## src/rtl/lcd_fill_seq.sv

```systemverilog
// LCD initialise-and-fill sequencer: drives an 8-bit SPI byte transmitter through
// the sleep-out/display-on/pixel-format init, then paints the whole panel one colour.
module lcd_fill_seq #(
  parameter int          COLS        = 240,
  parameter int          ROWS        = 240,
  parameter logic [23:0] SLPOUT_WAIT = 24'd6_000_000
) (
  input  logic        clk,
  input  logic        reset,
  input  logic        fill_req,
  input  logic [15:0] fill_color,
  input  logic        tx_done,
  output logic        tx_start,
  output logic [7:0]  tx_data,
  output logic        cs,
  output logic        dc,
  output logic        init_done,
  output logic        busy,
  output logic        done
);

  localparam int NPIX = COLS * ROWS;
  localparam int PW   = $clog2(NPIX + 1);

  localparam logic [15:0]   COL_LAST  = 16'(COLS - 1);
  localparam logic [15:0]   ROW_LAST  = 16'(ROWS - 1);
  localparam logic [PW-1:0] PIX_LAST  = PW'(NPIX - 1);
  localparam logic [23:0]   WAIT_LAST = SLPOUT_WAIT - 24'd1;

  localparam logic [2:0] S_INIT_CMD  = 3'd0;
  localparam logic [2:0] S_INIT_WAIT = 3'd1;
  localparam logic [2:0] S_IDLE      = 3'd2;
  localparam logic [2:0] S_CASET     = 3'd3;
  localparam logic [2:0] S_RASET     = 3'd4;
  localparam logic [2:0] S_RAMWR     = 3'd5;
  localparam logic [2:0] S_PIXEL     = 3'd6;
  localparam logic [2:0] S_FINISH    = 3'd7;

  logic [2:0]    state, state_n;
  logic [2:0]    idx, idx_n;          // bytes already issued within the current command
  logic [23:0]   wait_cnt, wait_n;
  logic [PW-1:0] pix_cnt, pix_n;      // index of the pixel being sent
  logic          lo, lo_n;            // low colour byte of the current pixel is in flight
  logic          outstanding, out_n;
  logic [15:0]   color, color_n;
  logic          cs_n, dc_n, start_n, busy_n, done_n, init_n;
  logic [7:0]    data_n;

  logic          ack;
  logic          send;
  logic [7:0]    send_byte;
  logic          send_dc;

  // Window address bytes after the command: 0x00, 0x00, last[15:8], last[7:0].
  function automatic logic [7:0] addr_byte(input logic [2:0] i, input logic [15:0] last);
    case (i)
      3'd3:    return last[15:8];
      3'd4:    return last[7:0];
      default: return 8'h00;
    endcase
  endfunction

  // A tx_done with nothing in flight is noise from the transmitter and is dropped.
  assign ack = tx_done && outstanding;

  // NOTE: every signal assigned here gets a default first, so no path leaves it unassigned and no latch is inferred.
  always_comb begin
    state_n   = state;
    idx_n     = idx;
    wait_n    = wait_cnt;
    pix_n     = pix_cnt;
    lo_n      = lo;
    out_n     = outstanding;
    color_n   = color;
    cs_n      = cs;
    dc_n      = dc;
    data_n    = tx_data;
    busy_n    = busy;
    init_n    = init_done;
    start_n   = 1'b0;
    done_n    = 1'b0;
    send      = 1'b0;
    send_byte = 8'h00;
    send_dc   = 1'b0;

    if (ack) out_n = 1'b0;

    case (state)
      S_INIT_CMD: begin
        if (cs) begin
          cs_n = 1'b0;
        end else if (idx == 3'd0 && !outstanding) begin
          send = 1'b1; send_byte = 8'h11; idx_n = 3'd1;
        end else if (ack) begin
          case (idx)
            3'd1: begin
              if (SLPOUT_WAIT == 24'd0) begin
                send = 1'b1; send_byte = 8'h29; idx_n = 3'd2;
              end else begin
                state_n = S_INIT_WAIT; wait_n = 24'd0;
              end
            end
            3'd2: begin send = 1'b1; send_byte = 8'h3A; idx_n = 3'd3; end
            3'd3: begin send = 1'b1; send_byte = 8'h55; send_dc = 1'b1; idx_n = 3'd4; end
            default: begin
              cs_n = 1'b1; init_n = 1'b1; state_n = S_IDLE; idx_n = 3'd0;
            end
          endcase
        end
      end

      S_INIT_WAIT: begin
        if (wait_cnt == WAIT_LAST) begin
          send = 1'b1; send_byte = 8'h29; idx_n = 3'd2;
          state_n = S_INIT_CMD; wait_n = 24'd0;
        end else begin
          wait_n = wait_cnt + 24'd1;
        end
      end

      S_IDLE: begin
        // done is high only on the completion cycle, where a new request is refused.
        if (fill_req && !done) begin
          color_n = fill_color; busy_n = 1'b1; cs_n = 1'b0;
          state_n = S_CASET; idx_n = 3'd0;
        end
      end

      S_CASET: begin
        if (idx == 3'd0 && !outstanding) begin
          send = 1'b1; send_byte = 8'h2A; idx_n = 3'd1;
        end else if (ack) begin
          if (idx == 3'd5) begin
            send = 1'b1; send_byte = 8'h2B; state_n = S_RASET; idx_n = 3'd1;
          end else begin
            send = 1'b1; send_byte = addr_byte(idx, COL_LAST); send_dc = 1'b1;
            idx_n = idx + 3'd1;
          end
        end
      end

      S_RASET: begin
        if (ack) begin
          if (idx == 3'd5) begin
            send = 1'b1; send_byte = 8'h2C; state_n = S_RAMWR; idx_n = 3'd0;
          end else begin
            send = 1'b1; send_byte = addr_byte(idx, ROW_LAST); send_dc = 1'b1;
            idx_n = idx + 3'd1;
          end
        end
      end

      S_RAMWR: begin
        if (ack) begin
          send = 1'b1; send_byte = color[15:8]; send_dc = 1'b1;
          state_n = S_PIXEL; pix_n = '0; lo_n = 1'b0;
        end
      end

      S_PIXEL: begin
        if (ack) begin
          send = 1'b1; send_dc = 1'b1;
          if (!lo) begin
            send_byte = color[7:0]; lo_n = 1'b1;
            if (pix_cnt == PIX_LAST) state_n = S_FINISH;
          end else begin
            send_byte = color[15:8]; lo_n = 1'b0; pix_n = pix_cnt + PW'(1);
          end
        end
      end

      S_FINISH: begin
        if (ack) begin
          cs_n = 1'b1; busy_n = 1'b0; done_n = 1'b1; state_n = S_IDLE;
          pix_n = '0; lo_n = 1'b0;
        end
      end

      default: state_n = S_INIT_CMD;
    endcase

    if (send) begin
      start_n = 1'b1;
      data_n  = send_byte;
      dc_n    = send_dc;
      out_n   = 1'b1;
    end
  end

  // NOTE: sequential state uses non-blocking assignments only, so every register updates from pre-edge values.
  always_ff @(posedge clk) begin
    if (reset) begin
      state       <= S_INIT_CMD;
      idx         <= 3'd0;
      wait_cnt    <= 24'd0;
      pix_cnt     <= '0;
      lo          <= 1'b0;
      outstanding <= 1'b0;
      color       <= 16'h0000;
      cs          <= 1'b1;
      dc          <= 1'b0;
      tx_data     <= 8'h00;
      tx_start    <= 1'b0;
      busy        <= 1'b0;
      done        <= 1'b0;
      init_done   <= 1'b0;
    end else begin
      state       <= state_n;
      idx         <= idx_n;
      wait_cnt    <= wait_n;
      pix_cnt     <= pix_n;
      lo          <= lo_n;
      outstanding <= out_n;
      color       <= color_n;
      cs          <= cs_n;
      dc          <= dc_n;
      tx_data     <= data_n;
      tx_start    <= start_n;
      busy        <= busy_n;
      done        <= done_n;
      init_done   <= init_n;
    end
  end

endmodule
```

## config.mk

```make
export PLATFORM = sky130hd
export DESIGN_NAME = lcd_fill_seq
export DESIGN_NICKNAME = d
export VERILOG_FILES = /design/src/rtl/lcd_fill_seq.sv
export SDC_FILE = /design/constraint.sdc
export NUM_CORES = 1
export LEC_CHECK = 0
export CAP_MARGIN = 20
export CORE_MARGIN = 2
export CORE_UTILIZATION = 60
export CTS_CLUSTER_SIZE = 20
export DETAILED_ROUTE_END_ITERATION = 8
export PLACE_DENSITY_LB_ADDON = 0.15
export SYNTH_ARGS = -nofsm -noshare
export SYNTH_HDL_FRONTEND = slang
export SYNTH_SLANG_ARGS = --single-unit
```

## constraint.sdc

```tcl
create_clock -name clk -period 3.65 [get_ports clk]
set_input_delay 0.365 -clock clk [delete_from_list [all_inputs] [get_ports clk]]
set_output_delay 0.365 -clock clk [all_outputs]
set_load 0.02 [all_outputs]
```

==> impl_metrics.ini <==
[outcome]
status = completed

[min_path]
min-delay-start = reset
min_path_cells = 2
holdPathEnd = lo$_SDFFE_PP0P_
hold_class = input port to flop

[grt]
grt_max_degree = 43
grt_antenna_before_repair = 0
grt_remaining_overflow = 0
grt_pass1_wl_um = 16200
grt_pass1_vias = 3462
grt_util_all_layers_pct = 26.8

[critical_path]
critPathTopFamily = simple AND/OR/NAND/NOR gates
rr_worst_depth = 7
path_depth = 7
cp_slowest_cell = or4_4
crit_path_start_kind = flop
critPathKind = flop to flop
r2r_end = wait_cnt[23]$_SDFFE_PP0P_
crit_path_end_kind = flop
crit_path_frequent_cell = buf_4
crit_required_ns = 3.91
crit-reg2reg-launch = state[1]$_SDFFE_PP0P_
cp.buffers_inverters = 2
arrival_ns = 2.93
cpPeakStageDelay_ns = 0.60
reg2reg_slack_ns = 0.98
crit_chain = buf_4 > nor3b_2 > a31oi_1 > buf_4 > or4_4 > or3_1 > a211oi_1
critPathMaxFanout = 12

[synthesis]
yosysSeqAreaShare_pct = 38.2
yosys_warnings = 0
synth.avg_cell_area_um2 = 7.98
synth_edf_count = 0
async_flop_share_pct = 0
synthFlopType = dfxtp_1
synthDistinctLibCells = 57
synth_cells = 513
syn_nets = 536
syn_area_um2 = 4090
synth-seq-cells = 78

[pwr]
vdd.ir_drop.worst_mv = 0.235
powerDensity_nw_per_um2 = 407
p_leak_nw = 1.46
finalPower_w = 0.00189

[timing]
rsz0062_at_grt = false
max_freq_ghz = 0.374
tightest_slew_ns = 0.759
setup_violations = 0
period_share_pct = 73.2
relSlewSlack_pct = 48.9
fin_setup_tns_ns = 0
hold_viol_final = 0
skew_ns = 0.00576
period_needed_ns = 2.67
slew_violations = 0

[floorplan]
ios = 34
start_util_pct = 61.2
fp.dieW_um = 86.6
fp.dieH_um = 86.6
dieArea_um2 = 7500
coreArea_um2 = 6680
rows = 30

[placed_design]
dpl-instance-area_um2 = 4450
io_buffers = 33
dpl.hpwl_um = 6610
place.gp.congestion = 0.967

[final_layout]
multi_input_area_um2 = 2360
final_nets = 554
drive_above_1_share_pct = 6.90
antenna_cells = 0
seq_area_um2 = 1560
fin_area_um2 = 4650
areaGrowthSynthToFinish_pct = 13.6
fillers = 584

[clocking]
ctsHoldBuffers = 0
cts_resized = 0
post-cts-setup-buffers = 0
clk_path_buf_depth = 2
cts_buffers = 9
clkTransAtPathRegs_ns = 0.08
htree_num_levels = 3
cts_root_buf = clkbuf_8
clock_latency_ns = 0.36
cts_tree = yes
clkSinkCount = 78

[routing]
wl_per_cell_um = 15.5
remaining_drc_errors = 0
antenna_left = 0
drtPass1Iterations = 5
wl_um = 9550
via_per_inst = 6.20
vias = 3819
dr.first_iter.drc_count = 267

[job]
cap_violations = 0
-- worst register-to-register path, stage by stage (launching register included) --
cell and delay [ns]:
dfxtp_1 0.42, buf_4 0.23, nor3b_2 0.40, a31oi_1 0.09, buf_4 0.20, or4_4 0.61
or3_1 0.37, a211oi_1 0.27
-- layout by cell type, fill, tap and decap left out, types with 2 or more instances in the layout --
cell type,instances
and3_1,7
and2_1,7
a31o_2,2
nor4b_1,3
a31oi_1,10
nand2b_1,7
a2bb2oi_1,3
nor3b_1,5
a211oi_2,3
mux2i_1,2
clkbuf_8,10
nor4_1,10
clkdlybuf4s50_1,32
xor2_1,17
nand2_1,67
buf_4,11
a22o_1,6
nand4_1,19
inv_1,5
and4_1,2
o21ai_0,18
a21oi_1,45
clkinvlp_4,2
dfxtp_1,78
xnor2_1,11
or3_1,11
o21bai_1,4
nor3_1,31
o31ai_1,4
nand3_1,20
nor2_1,28
nor2b_1,5
a221oi_1,2
o211ai_1,3
a211oi_1,9
or4_1,5
nand3b_1,6
ha_1,3
-- cells in the mapped netlist (7+ instances only) --
master    number  area (um2)
a31oi_1       10        62.6
o21ai_0       18        90.1
nand3_1       20         100
nand4_1       19         119
a211oi_1       9        67.6
nor2_1        28         105
nand2b_1       7        43.8
a21oi_1       45         225
xnor2_1       11        96.3
clkbuf_1      31         116
xor2_1        17         149
nor3_1        31         155
nor4_1        10        62.6
and2_1         7        43.8
or3_1         11        68.8
dfxtp_1       78        1560
and3_1         7        43.8
nand2_1       67         251
-- worst max path at each step --
| stage | from | endpoint | slack [ns] |
|---|---|---|---|
| 4_1_cts | state[1]$_SDFFE_PP0P_ | wait_cnt[21]$_SDFFE_PP0P_ | 1.03 |
| 5_1_grt | state[1]$_SDFFE_PP0P_ | wait_cnt[23]$_SDFFE_PP0P_ | 0.82 |
| 6_report | state[1]$_SDFFE_PP0P_ | wait_cnt[23]$_SDFFE_PP0P_ | 0.98 |
| 3_5_place_dp | tx_done | wait_cnt[23]$_SDFFE_PP0P_ | 0.93 |
| 3_3_place_gp | tx_done | wait_cnt[21]$_SDFFE_PP0P_ | 0.95 |
| 2_1_floorplan | wait_cnt[0]$_SDFFE_PP0P_ | idx[0]$_SDFFE_PP0P_ | 1.51 |
-- registers in the layout, summed over array words and instances, names as in the netlist --
signal / cells
wait_cnt: 24
color: 16
pix_cnt: 16
tx_data: 8
idx: 3
state: 3
busy: 1
cs: 1
dc: 1
done: 1
init_done: 1
lo: 1
outstanding: 1
tx_start: 1
-- metrics by stage --
stage	setup slack, ns	utilization [%]	std cells	hold slack (ns)
floorplan	1.51	-	513	0.436
global route	0.821	69.6	616	0.461
detailed placement	0.934	66.6	600	0.448
CTS	1.03	69.6	616	0.440
global placement	0.950	66.6	600	0.445
finish	0.978	69.6	616	0.437
-- cell families (layout without fill, tap and decap cells) --
| group | Yosys count | count (layout) | synth area share (%) |
|---|---|---|---|
| AO/OA/AOI/OAI | 119 | 119 | 18.9 |
| AND/OR/NAND/NOR | 240 | 240 | 31.1 |
| adder cells (fa/ha/maj) | 3 | 3 | 0.918 |
| XOR/XNOR | 28 | 28 | 5.99 |
| multiplexers | 3 | 3 | 0.765 |
| flip-flops | 78 | 78 | 38.2 |
| buffers and inverters | 42 | 65 | 4.16 |
-- layer usage --
layer  routed length (um)  share of wire [%]  track usage [%]
met1                 4490                 47             37.1
met2                 4470                 47             42.0
met5                    0                  0                0
met4                  120                1.3             9.09
met3                  465                4.9             5.33
-- report_power, final --
group	leakage, nW	total, W	internal, W	switching [W]
combinational	0.739	0.000310	0.000129	0.000180
clock	0.0955	0.000661	0.000335	0.000326
sequential	0.630	0.000921	0.000880	0.0000408
-- final cells by class --
type,count,area share [%]
inverters,5,0.404
clock inverters,5,1.27
well taps,80,2.15
clock buffers,11,3.04
repair buffers,44,8.78
multi-input cells,393,50.8
flip-flops and latches,78,33.6
(Power assumes the default switching activity.)
